## config.mk

```make
export PLATFORM = sky130hd
export DESIGN_NAME = cpu6502_interrupt_sequencer
export DESIGN_NICKNAME = d
export VERILOG_FILES = /design/src/rtl/cpu6502_interrupt_sequencer.sv
export SDC_FILE = /design/constraint.sdc
export NUM_CORES = 1
export LEC_CHECK = 0
export ABC_AREA = 1
export CAP_MARGIN = 10
export CORE_UTILIZATION = 44
export DETAILED_ROUTE_END_ITERATION = 10
export HOLD_SLACK_MARGIN = 0.05
export PLACE_DENSITY = 0.89
export RECOVER_POWER = 25
export SLEW_MARGIN = 5
export SYNTH_ARGS = -nofsm -noshare
export SYNTH_HDL_FRONTEND = slang
export SYNTH_SLANG_ARGS = --single-unit
```

## constraint.sdc

```tcl
create_clock -name clock -period 3.8 [get_ports clock]
set_input_delay 0.38 -clock clock [delete_from_list [all_inputs] [get_ports clock]]
set_output_delay 0.38 -clock clock [all_outputs]
set_load 0.02 [all_outputs]
```

## src/rtl/cpu6502_interrupt_sequencer.sv

```systemverilog
// ---------------------------------------------------------------------------
// cpu6502_interrupt_sequencer
//
// Sequences reset, NMI, IRQ and BRK entry for the 6502 core. It owns the bus
// for a 7-cycle entry sequence: two dummy PC reads, three stack pushes (PCH,
// PCL, P) and two vector reads. It then hands the vector to the program
// counter. The core muxes busAddress/busDataOut/busWrite onto the bus while
// active=1.
//
// Optional feature macro: CPU6502_NMI_HIJACK_EN
//   defined   : an NMI that becomes pending before the vector-low read of an
//               IRQ/BRK sequence steals that sequence's vector (NMI_VECTOR).
//   undefined : the vector is fixed at start; the NMI waits for the next
//               instruction boundary.
//
// Ports
//   clock, cpuReset (sync, active-high), cpuClockEnable (cycle strobe)
//   nmiN (edge, active-low), irqN (level, active-low), irqDisable (I flag)
//   instructionBoundary, brkStart        : start qualifiers from the decoder
//   programCounter, stackPointer, statusIn, dataIn : core state / read bus
//   busAddress, busDataOut, busWrite, active       : bus ownership outputs
//   spDecrement, setIrqDisable, pcLoad, pcLoadValue: core update strobes
// ---------------------------------------------------------------------------
module cpu6502_interrupt_sequencer #(
  parameter logic [15:0] NMI_VECTOR   = 16'hFFFA,
  parameter logic [15:0] RESET_VECTOR = 16'hFFFC,
  parameter logic [15:0] IRQ_VECTOR   = 16'hFFFE,
  parameter logic [7:0]  STACK_PAGE   = 8'h01
) (
  input  logic        clock,
  input  logic        cpuReset,
  input  logic        cpuClockEnable,
  input  logic        nmiN,
  input  logic        irqN,
  input  logic        irqDisable,
  input  logic        instructionBoundary,
  input  logic        brkStart,
  input  logic [15:0] programCounter,
  input  logic [7:0]  stackPointer,
  input  logic [7:0]  statusIn,
  input  logic [7:0]  dataIn,
  output logic [15:0] busAddress,
  output logic [7:0]  busDataOut,
  output logic        busWrite,
  output logic        active,
  output logic        spDecrement,
  output logic        setIrqDisable,
  output logic        pcLoad,
  output logic [15:0] pcLoadValue
);

`ifdef CPU6502_NMI_HIJACK_EN
  localparam logic HIJACK_EN = 1'b1;
`else
  localparam logic HIJACK_EN = 1'b0;
`endif

  localparam logic [2:0] ST_IDLE = 3'd0;
  localparam logic [2:0] ST_S0   = 3'd1;
  localparam logic [2:0] ST_S1   = 3'd2;
  localparam logic [2:0] ST_S2   = 3'd3;
  localparam logic [2:0] ST_S3   = 3'd4;
  localparam logic [2:0] ST_S4   = 3'd5;
  localparam logic [2:0] ST_S5   = 3'd6;
  localparam logic [2:0] ST_S6   = 3'd7;

  logic [2:0]  state_q, state_d;
  logic        rst_pend_q, rst_pend_d;
  logic        nmi_pend_q, nmi_pend_d;
  logic        nmi_prev_q, nmi_prev_d;
  logic        rst_seq_q, rst_seq_d;
  logic        brk_seq_q, brk_seq_d;
  logic [15:0] vector_q, vector_d;
  logic [15:0] push_pc_q, push_pc_d;
  logic [7:0]  vec_lo_q, vec_lo_d;

  logic        nmi_edge;
  logic        nmi_clr;
  logic [7:0]  push_p;

  // Next-state logic: everything advances only on enabled cycles.
  always_comb begin
    state_d    = state_q;
    rst_pend_d = rst_pend_q;
    nmi_prev_d = nmi_prev_q;
    rst_seq_d  = rst_seq_q;
    brk_seq_d  = brk_seq_q;
    vector_d   = vector_q;
    push_pc_d  = push_pc_q;
    vec_lo_d   = vec_lo_q;
    nmi_clr    = 1'b0;
    nmi_edge   = cpuClockEnable & nmi_prev_q & ~nmiN;

    if (cpuClockEnable) begin
      nmi_prev_d = nmiN;
      case (state_q)
        ST_IDLE: begin
          if (rst_pend_q) begin
            state_d = ST_S0; vector_d = RESET_VECTOR; rst_seq_d = 1'b1; brk_seq_d = 1'b0;
          end else if (instructionBoundary && nmi_pend_q) begin
            state_d = ST_S0; vector_d = NMI_VECTOR; rst_seq_d = 1'b0; brk_seq_d = 1'b0;
            nmi_clr = 1'b1;
          end else if (instructionBoundary && !irqN && !irqDisable) begin
            state_d = ST_S0; vector_d = IRQ_VECTOR; rst_seq_d = 1'b0; brk_seq_d = 1'b0;
          end else if (brkStart) begin
            state_d = ST_S0; vector_d = IRQ_VECTOR; rst_seq_d = 1'b0; brk_seq_d = 1'b1;
          end
        end
        ST_S6: begin
          state_d = ST_IDLE;
          if (rst_seq_q) rst_pend_d = 1'b0;
        end
        default: state_d = state_q + 3'd1;
      endcase

      if (state_q == ST_S1) push_pc_d = programCounter;
      if (state_q == ST_S5) vec_lo_d  = dataIn;

      // Late NMI steals an IRQ/BRK sequence while the vector is still unread.
      if (HIJACK_EN && nmi_pend_q && !rst_seq_q && (vector_q == IRQ_VECTOR) &&
          (state_q >= ST_S0) && (state_q <= ST_S4)) begin
        vector_d = NMI_VECTOR;
        nmi_clr  = 1'b1;
      end
    end

    nmi_pend_d = (nmi_pend_q & ~nmi_clr) | nmi_edge;
  end

  // Pushed P always has bit5 set; bit4 (B) distinguishes BRK from IRQ/NMI.
  assign push_p = ((statusIn | 8'h20) & 8'hEF) | (brk_seq_q ? 8'h10 : 8'h00);

  // Bus outputs are decoded from the current state; reset forces them idle.
  always_comb begin
    busAddress    = programCounter;
    busDataOut    = 8'h00;
    busWrite      = 1'b0;
    active        = 1'b0;
    spDecrement   = 1'b0;
    setIrqDisable = 1'b0;
    pcLoad        = 1'b0;
    pcLoadValue   = 16'h0000;
    if (!cpuReset && (state_q != ST_IDLE)) begin
      active = 1'b1;
      case (state_q)
        ST_S2, ST_S3, ST_S4: begin
          busAddress  = {STACK_PAGE, stackPointer};
          spDecrement = 1'b1;
          // Reset walks the stack without writing it.
          busWrite    = ~rst_seq_q;
          if (!rst_seq_q) begin
            case (state_q)
              ST_S2:   busDataOut = push_pc_q[15:8];
              ST_S3:   busDataOut = push_pc_q[7:0];
              default: busDataOut = push_p;
            endcase
          end
        end
        ST_S5: begin
          busAddress    = vector_q;
          setIrqDisable = 1'b1;
        end
        ST_S6: begin
          busAddress  = vector_q + 16'd1;
          pcLoad      = 1'b1;
          pcLoadValue = {dataIn, vec_lo_q};
        end
        default: busAddress = programCounter;
      endcase
    end
  end

  // Registers: control state reset, datapath latches free-running.
  always_ff @(posedge clock) begin
    if (cpuReset) begin
      state_q    <= ST_IDLE;
      rst_pend_q <= 1'b1;
      nmi_pend_q <= 1'b0;
      nmi_prev_q <= nmiN;
      rst_seq_q  <= 1'b0;
      brk_seq_q  <= 1'b0;
    end else begin
      state_q    <= state_d;
      rst_pend_q <= rst_pend_d;
      nmi_pend_q <= nmi_pend_d;
      nmi_prev_q <= nmi_prev_d;
      rst_seq_q  <= rst_seq_d;
      brk_seq_q  <= brk_seq_d;
    end
    vector_q  <= vector_d;
    push_pc_q <= push_pc_d;
    vec_lo_q  <= vec_lo_d;
  end

endmodule

```

### After elaboration in Yosys (flattened, before gate mapping)

Cells that the tools add are included.

| word-level totals | value |
|---|---|
| input port bits | 48 |
| output and inout port bits | 45 |
| logic and storage cells | 83 |
| register bits | 34 |

| operators by class | value |
|---|---|
| equal/unequal tests | 7 |
| add/subtract/negate cells | 2 |
| reductions and logical operators | 17 |
| bitwise gates (word level) | 8 |
| mux-type cells | 40 |

Operators with widths:

| kind | number |
|---|---|
| 16-bit two-way mux | 3 |
| 16-bit one-hot mux with 3 select lines | 1 |
| 8-bit two-way mux | 3 |
| 1-bit two-way mux | 23 |
| 3-bit two-way mux | 7 |
| 8-bit one-hot mux with 2 select lines | 1 |
| 3-bit == test, second input constant | 4 |
| 8-bit by 5-bit bitwise OR with 8-bit output | 1 |
| 3-bit by 2-bit == test with 1-bit output, second input constant | 2 |
| 3-bit one-hot mux with 2 select lines | 1 |
| 2-bit AND reduction | 3 |
| 3-bit AND reduction | 2 |
| 4-bit by 2-bit adder with 5-bit output, second input constant | 1 |
| 5-bit two-way mux | 1 |
| 5-bit inequality test, second input constant | 1 |
| 1-bit logical AND | 4 |
| 4-bit nonzero test | 1 |
| 3-bit by 1-bit adder with 3-bit output, second input constant | 1 |
| 1-bit bitwise AND | 3 |
| 1-bit zero test | 3 |
| 3-bit zero test | 1 |
| 1-bit inverter | 3 |
| 3-bit nonzero test | 1 |
| 3-bit OR reduction | 1 |
| other kinds (2) | 2 |

### Depth between registers and ports, before layout

Gate-level depths: netlist of run 1.

| depth | value |
|---|---|
| word-level depth | 8 |
| depth in mapped cells | 11 |
| gate-level depth less buffers | 10 |

### Least setup slack after synthesis of run 1

No wires, ideal clock.

| timing | value |
|---|---|
| path type | register to output |
| start | register state_q[0] |
| end | output port busDataOut[0] |
| path buffers | 2 |
| cell stages (with the launch flop) | 12 |
| required time | 3420 ps |
| path slack | 1755 ps |
| data arrival time | 1665 ps |
| cells stage by stage | dfxtp_1 -> inv_1 -> ha_1 -> buf_4 -> nand2_4 -> nand2_4 -> inv_2 -> nand2_2 -> inv_2 -> buf_6 -> nand2_8 -> a21oi_2 |

| on the way | value |
|---|---|
| word-level cells in the longest chain between the ends | 5 |
| elaborated cells between the ends (all ways) | 10 |
| those cells by class | eq/ne: 3; mux: 4; reduce/logical: 3 |

Ends and longest elaborated chain:

| item | RTL line | RTL |
|---|---|---|
| from (decl) | 67 | `logic [2:0] state_q, state_d;` |
| from (signal assigned) | 183 | `state_q <= state_d;` |
| 3-bit == test or 3-bit by 2-bit == test with 1-bit output (tied branches) | 145, 152 |  |
| 8-bit one-hot mux with 2 select lines | 152 | `case (state_q)` |
| 8-bit two-way mux | 151 | `if (!rst_seq_q) begin` |
| 8-bit two-way mux | 145 | `case (state_q)` |
| 8-bit two-way mux * | 143 | `if (!cpuReset && (state_q != ST_IDLE)) begin` |
| to (decl) | 43 | `output logic [7:0] busDataOut,` |

Mark *: on every way between the ends. The rest lies on a longest branch, timed or not.

### Worst setup path after layout of run 1

| timing | value |
|---|---|
| start | register state_q[0] |
| end | output port busAddress[1] |

| on the way | value |
|---|---|
| word-level cells in the longest chain between the ends | 4 |
| elaborated cells between the ends (all ways) | 10 |
| those cells by class | eq/ne: 5; mux: 2; reduce/logical: 3 |

Ends and longest elaborated chain:

| item | RTL line | RTL |
|---|---|---|
| 3-bit by 2-bit == test with 1-bit output or 3-bit == test (tied branches) | 145 |  |
| 3-bit OR reduction | 145 |  |
| 16-bit one-hot mux with 3 select lines | 145 |  |
| 16-bit two-way mux * | 143 |  |
| to (decl) | 42 | `output logic [15:0] busAddress,` |

Marks and branches as above.

==> flow_summary.yaml, run 1 <==
critical_path:
  worst_path_max_delay_cell: "clkdlybuf4s50_1"
  crit_buf_inv: 4
  cp.arrival_ns: 3.12
  path_cells: "inv_1, ha_1, nand2_4, nand2_4, inv_2, nand2_2, inv_2, nor2_1, nand2_1, nand3_1, clkdlybuf4s50_1"
  path_max_fanout: 19
  cp_data_required_time_ns: 3.42
  worstSetupEndpointType: "output pin"
  crit_family: "buffers and inverters"
  start_kind: "flop"
  slowest_delay_ns: 0.63
  crit_type: "flop to output pin"
cts:
  clockRootBuffer: "clkbuf_8"
  clockBufferDepth: 2
  clkLatencyLatePin_ns: 0.29
  cts_buffers: 5
  cts.clk_slew.worst_paths_ns: 0.06
  htreeDepth: 2
  cts_tree: "built"
  post_cts_resized: 0
  post-cts-setup-buffers: 0
  ctsHoldBuffers: 0
  cts_sinks: 34
route:
  route.detailed.drc: 0
  vias_per_cell: 4.95
  drt-pass1-iter-count: 4
  drtAntennaViolNets: 0
  drt_wl_total_mm: 5.23
  avgRoutedWirePerCell_um: 13.7
  via_count: 1891
  first_iter_violations: 80
final_layout:
  fin_nets: 385
  n_fill_cell: 315
  insertedDiodeCount: 0
  area_growth_pct: 53.2
  layout-drive-gt1-share_pct: 7.53
logic_synthesis:
  ys_types: 22
  ys_seq_area_share_pct: 49.5
  yosysTopAreaCell: "edfxtp_1"
  yosysWarnings: 0
  synthTopCellsByArea: "edfxtp_1 (42%), nand2_1 (19%), dfxtp_1 (7.3%)"
  ys.flop_type: "edfxtp_1"
  synth.area.mux_share_pct: 0
  synth-compound-area-share_pct: 6.19
  synth_xor_area_share_pct: 0
  async_flop_share_pct: 0
  avgSynthCellArea_um2: 7.97
  ys_ff_latch: 34
  netlist.area_leader.share_pct: 42.2
  postSynthCellCount: 241
  yosysMostFrequentCell: "nand2_1"
  synth_top_family_by_area: "simple AND/OR/NAND/NOR gates"
  synth_fa_ha_area_share_pct: 3.91
  netlist_area_um2: 1920
  synth_edf_count: 27
  synthSimpleGateAreaFrac_pct: 33.7
  netlist_top_cells_count: "nand2_1 (96), nor2_1 (28), edfxtp_1 (27)"
  synth_nets: 295
power_and_ir_drop:
  power_leakage_nw: 1.19
  p_per_area_nw_per_um2: 291
  ir_drop_v: 0.000292
  finalPower_mw: 0.855
timing:
  drv_slew: 0
  hold_viol_final: 0
  rsz0062_at_grt: "false"
  max-slew-margin-rel_pct: 55.0
  period_minus_slack_ns: 3.50
  fmax_mhz: 286
  setup_viol: 0
  finalCritPeriodShare_pct: 92.1
  fin_tns_setup_ns: 0
  worstMarginPinSlew_ns: 0.672
  finalClockSkew_ns: 0.00512
global_routing:
  grt_use_total_pct: 24.3
  grt_overflow: 0
  grt_pass1_wl_mm: 8.05
  antenna_found_initial: 0
  grt_max_degree: 20
  first_global_vias: 1879
min_path:
  min_path_type: "flop to flop"
floorplan:
  die_y_um: 68.1
  core_area_um2: 4090
  die-area_um2: 4630
  start_util_pct: 47.0
  die_width_um: 68.1
  ioPinCount: 93
  placementRows: 23
placed_design:
  dp_hpwl_mm: 4.09
  port_buffers: 90
  gp_congestion: 0.857
job:
  maxCapViolCount: 0
status:
  status: "complete, no violations"
==> cell type report <==
| cell class | instances | area (um^2) | area share, % |
|---|---|---|---|
| clock buffer | 7 | 86.3 | 2.93 |
| clock inverter | 1 | 5.00 | 0.170 |
| inverter | 21 | 78.8 | 2.68 |
| multi-input combinational | 177 | 842 | 28.6 |
| sequential | 34 | 951 | 32.3 |
| tap | 50 | 62.6 | 2.13 |
| timing repair buffer | 92 | 916 | 31.1 |
==> logic make-up (layout without fill, tap and decap cells) <==
family	after synthesis	count (layout)
simple gates	154	154
flops	34	34
compound gates	17	17
buf+inv	30	121
fa+ha+maj	6	6
==> through the flow <==
step	utilization (%)	worst slack, ns	area [um^2]	hold slack [ns]	instances
floorplan	-	1.76	1920	0.433	241
global placement	69.7	0.593	2850	0.453	374
detailed placement	69.7	0.584	2850	0.476	374
CTS	72.0	0.316	2940	0.485	382
global route	72.0	0.0732	2940	0.516	382
finish	72.0	0.300	2940	0.484	382
==> where the power goes <==
part           leakage (nW)  internal [mW]  switching (mW)
combinational         0.840         0.0783          0.0861
sequential            0.301          0.414         0.00625
clock                0.0482          0.146           0.124
==> flip-flops by register name, indices dropped and copies added (netlist names) <==
register,cells
rst_pend_q,1
state_q,3
vector_q,2
brk_seq_q,1
push_pc_q,16
nmi_prev_q,1
vec_lo_q,8
nmi_pend_q,1
rst_seq_q,1
==> final timing paths <==
path	start	endpoint	slack, ns	depth (start not counted)
setup reg to reg	state_q[0]	vector_q[2]	1.97	6
hold / removal	rst_seq_q	rst_seq_q	0.48	2
setup / recovery	state_q[0]	busAddress[1]	0.30	11
hold reg to reg	rst_seq_q	rst_seq_q	0.48	2
==> layer usage <==
metal / share of wire (%) / vias to the layer above / track usage (%)
met3: 7.6 / 9 / 7.50
met5: 0 / - / 0
met4: 2.0 / 0 / 10.7
met2: 52 / 80 / 44.1
met1: 39 / 849 / 25.3
li1: - / 953 / -
==> worst reg2reg max path: cells and delay by family, from the launching register on <==
family / cells / cell delay, ns
buf+inv: 2 / 0.25
flops: 1 / 0.34
fa+ha+maj: 1 / 0.47
simple gates: 3 / 0.49
==> layout by cell type (no fill, tap or decap) <==
cell type / count
a21oi_1: 5
a21oi_2: 9
buf_4: 2
clkbuf_1: 1
clkbuf_8: 6
clkdlybuf4s50_1: 65
clkinv_2: 1
dfxtp_1: 7
dlygate4sd3_1: 25
edfxtp_1: 27
ha_1: 6
inv_1: 18
inv_2: 3
nand2_1: 96
nand2_2: 1
nand2_4: 2
nand2_8: 1
nand3_1: 23
nand3b_1: 1
nand4_1: 1
nor2_1: 28
nor3_1: 1
o21ai_0: 3
(Power assumes the default switching activity.)
==> run 2: changes to the inputs <==
--- a/config.mk
+++ b/config.mk
@@ -7,6 +7,7 @@
 export LEC_CHECK = 0
 export ABC_AREA = 1
 export CAP_MARGIN = 10
+export CORE_MARGIN = 4
 export CORE_UTILIZATION = 44
 export DETAILED_ROUTE_END_ITERATION = 10
 export HOLD_SLACK_MARGIN = 0.05
==> run 2 against run 1 <==
Critical path depth did not move. Global-route usage shrank 4.1 points. Via count down 0.85%. Worst setup slack better by 0.046 ns. Combinational power about the same. Largest power group unchanged. Utilization is 0.72 points lower.
==> flow_summary.yaml, run 2 (synthesized netlist as in run 1, its figures left out) <==
final_layout:
  area_growth_pct: 52.7
  largest_register_ffs: 16
  layout-drive-gt1-share_pct: 6.93
  regMostFlops: "push_pc_q"
  n_fill_cell: 311
  mostFrequentLayoutCells: "nand2_1 (96), clkdlybuf4s50_1 (65), nor2_1 (28)"
  final_common_cell: "nand2_1"
  stdcell_area_um2: 2930
  reg_top3: "push_pc_q x16, vec_lo_q x8, state_q x3"
  fin_nets: 385
placed_design:
  dpl-instance-area_um2: 2850
  gp_congestion: 0.821
  port_buffers: 90
  dp_hpwl_mm: 4.15
critical_path:
  cp.arrival_ns: 3.07
  crit_type: "flop to output pin"
  cp_data_required_time_ns: 3.42
  path_cells: "inv_1, ha_1, nand2_4, nand2_4, inv_2, nand2_2, inv_2, nor2_1, nand2_1, nand3_1, clkdlybuf4s50_1"
  slowest_delay_ns: 0.62
  crit_family: "buffers and inverters"
  worst_path_max_delay_cell: "clkdlybuf4s50_1"
  path_depth: 11
  start_kind: "flop"
  reg2regPathDepth: 2
  path_max_fanout: 19
  crit_buf_inv: 4
  worstSetupEndpointType: "output pin"
floorplan:
  die-area_um2: 5490
  die_y_um: 74.1
  core_area_um2: 4120
  die_width_um: 74.1
  placementRows: 23
  ioPinCount: 93
  start_util_pct: 46.7
cts:
  clockRootBuffer: "clkbuf_8"
  cts_buffers: 5
  ctsHoldBuffers: 0
  clockBufferDepth: 2
  post-cts-setup-buffers: 0
  cts_sinks: 34
  htreeDepth: 2
  clkLatencyLatePin_ns: 0.28
  post_cts_resized: 0
  cts_tree: "built"
  cts.clk_slew.worst_paths_ns: 0.06
route:
  drtAntennaViolNets: 0
  vias_per_cell: 4.90
  drt-pass1-iter-count: 4
  avgRoutedWirePerCell_um: 13.7
  via_count: 1875
  route.detailed.drc: 0
  first_iter_violations: 78
  drt_wl_total_mm: 5.24
power_and_ir_drop:
  ir_drop_v: 0.000199
  power_leakage_nw: 1.18
  p_per_area_nw_per_um2: 284
global_routing:
  grt_pass1_wl_mm: 8.37
  grt_max_degree: 20
  grt_overflow: 0
  first_global_vias: 1865
  antenna_found_initial: 0
  grt_use_total_pct: 20.2
timing:
  fin_tns_setup_ns: 0
  fmax_mhz: 289
  max-slew-margin-rel_pct: 52.6
  rsz0062_at_grt: "false"
  finalCritPeriodShare_pct: 90.9
  finalClockSkew_ns: 0.00436
  setup_viol: 0
  period_minus_slack_ns: 3.45
  hold_viol_final: 0
  drv_slew: 0
  worstMarginPinSlew_ns: 0.709
job:
  maxCapViolCount: 0
status:
  status: "complete, no violations"
min_path:
  min_path_cells: 2
  min_path_type: "flop to flop"
[run 2: cell type report]
type                            count  area, um^2  share of cell area, %
Clock buffer                        8        80.1                   2.73
Multi-Input combinational cell    177         842                   28.7
Timing Repair Buffer               92         916                   31.2
Inverter                           21        78.8                   2.69
Antenna cell                        1        2.50                 0.0853
Sequential cell                    34         951                   32.4
Tap cell                           50        62.6                   2.13
[run 2: per-stage QoR]
stage          power (mW)  util, %  cells  hold slack [ns]  setup slack (ns)
4_1_cts             0.841     71.2    382            0.488             0.312
6_report            0.834     71.3    383            0.480             0.346
2_1_floorplan       0.506        -    241            0.433              1.76
3_5_place_dp        0.597     69.3    374            0.478             0.524
5_1_grt             0.870     71.2    382            0.510            0.0576
3_3_place_gp        0.593     69.3    374            0.452             0.543
[run 2: per-layer routing]
metal	global-route usage [%]	part of all wire [%]	up-vias	wire length, um
met4	6.84	1.5	0	78
met2	33.3	49	83	2550
met3	9.05	12	7	610
met5	0	0	-	0
li1	-	-	953	-
met1	23.4	38	832	2000
[run 2: path summary, 6_finish.rpt]
kind / start / end / slack [ns]
worst max-delay path: state_q[0] / busAddress[0] / 0.35
worst min-delay path: rst_seq_q / rst_seq_q / 0.48
worst max register to register: state_q[2] / vec_lo_q[3] / 1.98
worst min register to register: rst_seq_q / rst_seq_q / 0.48
[run 2: worst reg2reg max path: stages (launching register included)]
cell and delay [ns]:
dfxtp_1 0.65, nand2_1 0.21, nor2_1 0.59
[run 2: report_power, final]
part | internal, mW | switching (mW)
Combinational | 0.0783 | 0.0849
Sequential | 0.414 | 0.00591
Clock | 0.130 | 0.120
Total | 0.623 | 0.211
